$ cat config.mk
export PLATFORM = sky130hd
export DESIGN_NAME = reg_file
export DESIGN_NICKNAME = d
export VERILOG_FILES = /design/src/rtl/reg_file.sv
export SDC_FILE = /design/constraint.sdc
export NUM_CORES = 2
export LEC_CHECK = 0
export CAP_MARGIN = 10
export CELL_PAD_IN_SITES_DETAIL_PLACEMENT = 0
export CELL_PAD_IN_SITES_GLOBAL_PLACEMENT = 1
export CORE_UTILIZATION = 36
export DETAILED_ROUTE_END_ITERATION = 6
export HOLD_SLACK_MARGIN = 0.1
export PLACE_DENSITY_LB_ADDON = 0.1
export SKIP_CTS_REPAIR_TIMING = 1
export SLEW_MARGIN = 0
export SYNTH_ARGS = -nofsm -noshare
export SYNTH_HDL_FRONTEND = slang
export SYNTH_SLANG_ARGS = --single-unit
export TNS_END_PERCENT = 30
$ cat constraint.sdc
create_clock -name clk -period 6 [get_ports clk]
set_clock_uncertainty 0.1 [all_clocks]
set_input_delay 0.6 -clock clk [delete_from_list [all_inputs] [get_ports clk]]
set_output_delay 0.6 -clock clk [all_outputs]
set_load 0.02 [all_outputs]
$ cat src/rtl/reg_file.sv
// Integer register file: two registered read ports with write-first bypass,
// one write port, and a per-register busy scoreboard that drives a combinational stall.
module reg_file #(
    parameter int DATA_W   = 32,
    parameter int NUM_REGS = 32,
    parameter int ADDR_W   = 5
) (
    input  logic              clk,
    input  logic              rst_n,
    input  logic [ADDR_W-1:0] p0_addr,
    input  logic [ADDR_W-1:0] p1_addr,
    input  logic              re0,
    input  logic              re1,
    input  logic [ADDR_W-1:0] dst_addr,
    input  logic [DATA_W-1:0] dst,
    input  logic              we,
    input  logic              busy_set,
    input  logic [ADDR_W-1:0] busy_addr,
    output logic [DATA_W-1:0] p0,
    output logic [DATA_W-1:0] p1,
    output logic              stall
);

    logic [DATA_W-1:0]   r_mem [NUM_REGS];
    logic [NUM_REGS-1:0] r_busy;
    logic [DATA_W-1:0]   r_p0;
    logic [DATA_W-1:0]   r_p1;

    logic              w_hit0;
    logic              w_hit1;
    logic              w_stall0;
    logic              w_stall1;
    logic              w_stall;
    logic [DATA_W-1:0] w_rd0;
    logic [DATA_W-1:0] w_rd1;

    assign w_hit0 = we && (dst_addr == p0_addr);
    assign w_hit1 = we && (dst_addr == p1_addr);

    // A same-cycle writeback to the pending register releases the stall.
    assign w_stall0 = re0 && (p0_addr != '0) && r_busy[p0_addr] && !w_hit0;
    assign w_stall1 = re1 && (p1_addr != '0) && r_busy[p1_addr] && !w_hit1;
    assign w_stall  = w_stall0 || w_stall1;

    always_comb begin
        w_rd0 = r_mem[p0_addr];
        if (p0_addr == '0) begin
            w_rd0 = '0;
        end else if (w_hit0) begin
            w_rd0 = dst;
        end
    end

    always_comb begin
        w_rd1 = r_mem[p1_addr];
        if (p1_addr == '0) begin
            w_rd1 = '0;
        end else if (w_hit1) begin
            w_rd1 = dst;
        end
    end

    // Writes are never gated by stall so writeback data is never lost.
    always_ff @(posedge clk or negedge rst_n) begin
        if (!rst_n) begin
            for (int i = 0; i < NUM_REGS; i++) begin
                r_mem[i] <= '0;
            end
        end else if (we && (dst_addr != '0)) begin
            r_mem[dst_addr] <= dst;
        end
    end

    always_ff @(posedge clk or negedge rst_n) begin
        if (!rst_n) begin
            r_busy <= '0;
        end else begin
            if (we) begin
                r_busy[dst_addr] <= 1'b0;
            end
            // Later assignment wins: a new producer overrides the retiring one.
            if (busy_set && (busy_addr != '0) && !w_stall) begin
                r_busy[busy_addr] <= 1'b1;
            end
        end
    end

    always_ff @(posedge clk or negedge rst_n) begin
        if (!rst_n) begin
            r_p0 <= '0;
            r_p1 <= '0;
        end else if (!w_stall) begin
            if (re0) begin
                r_p0 <= w_rd0;
            end
            if (re1) begin
                r_p1 <= w_rd1;
            end
        end
    end

    assign p0    = r_p0;
    assign p1    = r_p1;
    assign stall = w_stall;

endmodule

==> metrics.md <==
| Metric | Value |
|---|---|
| Outcome | `finished clean` |
| Crit Path Category | `input port to output port` |
| Maximum VDD drop | `0.000304 V` |
| Share of cells above drive strength 1 | `0.516` |
| Design Area, Final | `just under 0.07 mm^2` |
| Post-synth ARST share | `1.00` |
| Sequential area share after synthesis | `0.472` |
| Die Wd | `408 um` |
| Startpoint types | `input port` |
| CTS Root Cell | `clkbuf_16` |
| Initial antenna violation count | `11` |
| CTS tree | `built` |
| Post-synthesis net count | `between 3,000 and 4,000` |
| Slowest CP cell | `clkdlybuf4s50_1` |
| Fillers | `about 15,000` |
| Hold path depth | `0` |
| R2R cell count | `6` |
| CP required | `5.30 ns` |
| Minimum clock period | `between 4 and 5 ns` |
| Die H | `a little over 400 um` |
| DRC violations left | `0` |
| Via count | `36,400` |
| Worst-Skew Late Latency | `approximately 0.8 ns` |
| Max-slew headroom | `0.140` |
| Synth Instances | `roughly 3,900` |
| Number of max-cap violations | `0` |
| Grt ovf | `0` |
| Worst-path clk slew | `about 0.05 ns` |
| Initial core utilization | `0.364` |
| Hpwl dp | `112,000 um` |
| Antenna viol nets, final | `0` |
| Synth top area cells | `dfrtp_1 47%, mux2_2 21%, mux4_2 20%, clkbuf_1 1.5%, o22ai_1 1.3%` |
| WL per Instance | `33.7 um` |
| CP Max Fanout | `32` |
| Fmax | `225 MHz` |
| DR vias/cell | `just under 6` |
| Area grow syn2layout | `13.4%` |
| Final Hold Fails | `0` |
| Largest net degree at the start of global routing | `approximately 140` |
| Final setup TNS | `0 ns` |
| R2r startpoint | `r_busy[19]` |
| Final GP Congestion | `0.750` |
| Crit path from | `dst_addr[2]` |
| Placed cells | `about 5,900` |
| RSZ-0062 raised after global routing | `false` |
| Core Region | `0.163 mm^2` |
| Most frequent CP cell | `clkdlybuf4s50_1` |
| Cell Pwr Density | `353 mW/mm^2` |
| Clock Path Buffers | `3` |
| Number of flops mapped to enable cells by yosys | `0` |
| First DRT Iteration DRCs | `between 2,000 and 3,000` |
| Ratio of final minimum period to clock period | `0.742` |
| # port buffers | `122` |
| CTS Sinks | `about 1,100` |
| First-pass GRT wire length | `just under 300,000 um` |
| Synth cell types | `52` |
| Mapped Area | `0.0593 mm^2` |
| Die Area | `approximately 0.17 mm^2` |
| H-tree Lvls | `4` |
| CP peak stage delay | `0.65 ns` |
| Setup violations, final | `0` |
| Num CTS Buffers | `138` |
| Final Net Count | `between 3,000 and 4,000` |
| Hold Path Class | `flop to flop` |
| Total power | `roughly 24 mW` |
| Global Route Usage Sum | `0.249` |
| Hold path start | `r_mem[1008]` |
| Yosys warnings | `0` |
| Drt first pass iters | `5` |
| Primary FF master, synth | `dfrtp_1` |
| Lkg Pwr | `approximately 28 nW` |
| Final core occ | `0.412` |
| Number of slew-limit violations in the final report | `0` |
| Worst Setup End Kind | `output port` |
| Area leader, netlist | `dfrtp_1` |
| Final wirelength | `206,000 um` |
| FP Rows | `approximately 150` |
| Critical path, cell by cell | `clkdlybuf4s50_1 -> xor2_1 -> nor4_1 -> a31oi_1 -> o2111ai_1 -> o21a_1 -> buf_4 -> inv_1 -> clkdlybuf4s50_1` |
| Vias in the first global route | `about 38,000` |
| Area after DPL | `roughly 0.063 mm^2` |
| Top Ports | `about 120` |
| Average cell area after synthesis | `15.2 um^2` |
| Fin cells | `a little over 6,000` |
| Worst-margin pin slew | `approximately 1.3 ns` |
| Yosys reg bits | `1,120` |
| Yosys top cell area share | `0.472` |
| CP arrival | `between 3 and 4 ns` |
cells in the mapped netlist, types with 2 or more instances:
master    instances
a211oi_1         67
a21oi_1          60
a21oi_2           4
a32o_1           31
and3_1            2
buf_1            44
buf_12            8
buf_2            72
buf_4            53
buf_6            25
clkbuf_1        235
dfrtp_1        1120
inv_1            84
mux2_2         1117
mux2i_1          74
mux4_1           11
mux4_2          519
nand2_1          26
nand2b_1          7
nand3_1           6
nand3b_1          9
nor2_1           24
nor2b_1          64
nor3_1            3
nor3b_1           9
nor4_1           62
o211a_1           2
o22ai_1         123
or2_1             2
or2_2             3
or3_1             2
xnor2_1           2
xor2_1            8
layout make-up:
class | instances | area [um^2] | share of cell area
multi-input cells | 2254 | 29000 | 0.432
flip-flops and latches | 1120 | 28000 | 0.417
clock buffers | 203 | 4150 | 0.0617
well taps | 2175 | 2720 | 0.0405
repair buffers | 229 | 2460 | 0.0365
clock inverters | 40 | 539 | 0.00802
inverters | 84 | 315 | 0.00469
diodes | 4 | 10.0 | 0.000149
critical path: cells and delay by family:
kind | cells | cell delay, ns
buffers and inverters | 4 | 1.60
AOI/OAI and AO/OA | 3 | 0.67
and+or+nand+nor | 1 | 0.59
xor gates and xnor gates | 1 | 0.26
per-layer routing:
metal	routed length, um	GRT usage
met3	10500	0.0454
met4	5950	0.0746
met1	91200	0.345
met2	98100	0.398
met5	38	0
stage by stage:
stage               worst slack (ns)  hold slack, ns
floorplan                       3.06           0.204
global placement                1.52           0.278
detailed placement              1.55           0.282
CTS                             1.55          -0.208
global route                    1.33           0.304
finish                          1.55           0.291
cell usage in the layout (no fill, tap or decap), types with 31 or more instances in the layout:
cell             count
clkbuf_8            37
mux4_2             519
mux2i_1             74
o22ai_1            123
clkbuf_16          142
dfrtp_1           1120
buf_4               75
a211oi_1            67
a32o_1              31
clkdlybuf4s50_1    115
mux2_2            1117
nor4_1              62
inv_1               84
a21oi_1             60
nor2b_1             64
sequential cells by signal, indices dropped and copies added, names as in the netlist:
register	count
p0	32
p1	32
r_busy	32
r_mem	1024
path summary, 6_finish.rpt:
| check | to | slack, ns |
|---|---|---|
| setup / recovery | stall | 1.55 |
| hold / removal | r_mem[1008] | 0.29 |
| setup reg to reg | p1[26] | 2.83 |
| hold reg to reg | r_mem[1008] | 0.29 |
| max in group asynchronous | r_mem[111] | 3.95 |
| min in group asynchronous | r_busy[10] | 0.39 |
report_power, final:
group	switching (mW)	leakage, nW	internal, mW
Combinational	1.95	11.8	2.92
Sequential	1.08	14.3	9.06
Clock	3.45	2.32	5.26
Total	6.48	28.4	17.2
cells by family after synthesis:
family          Yosys count  share of synthesized area
simple gates            225                     0.0221
buf+inv                 523                     0.0436
flops                  1120                      0.472
xor+xnor                 10                    0.00148
mux                    1721                      0.426
compound gates          298                     0.0343
Note: power is estimated with default switching activity, not from simulation.
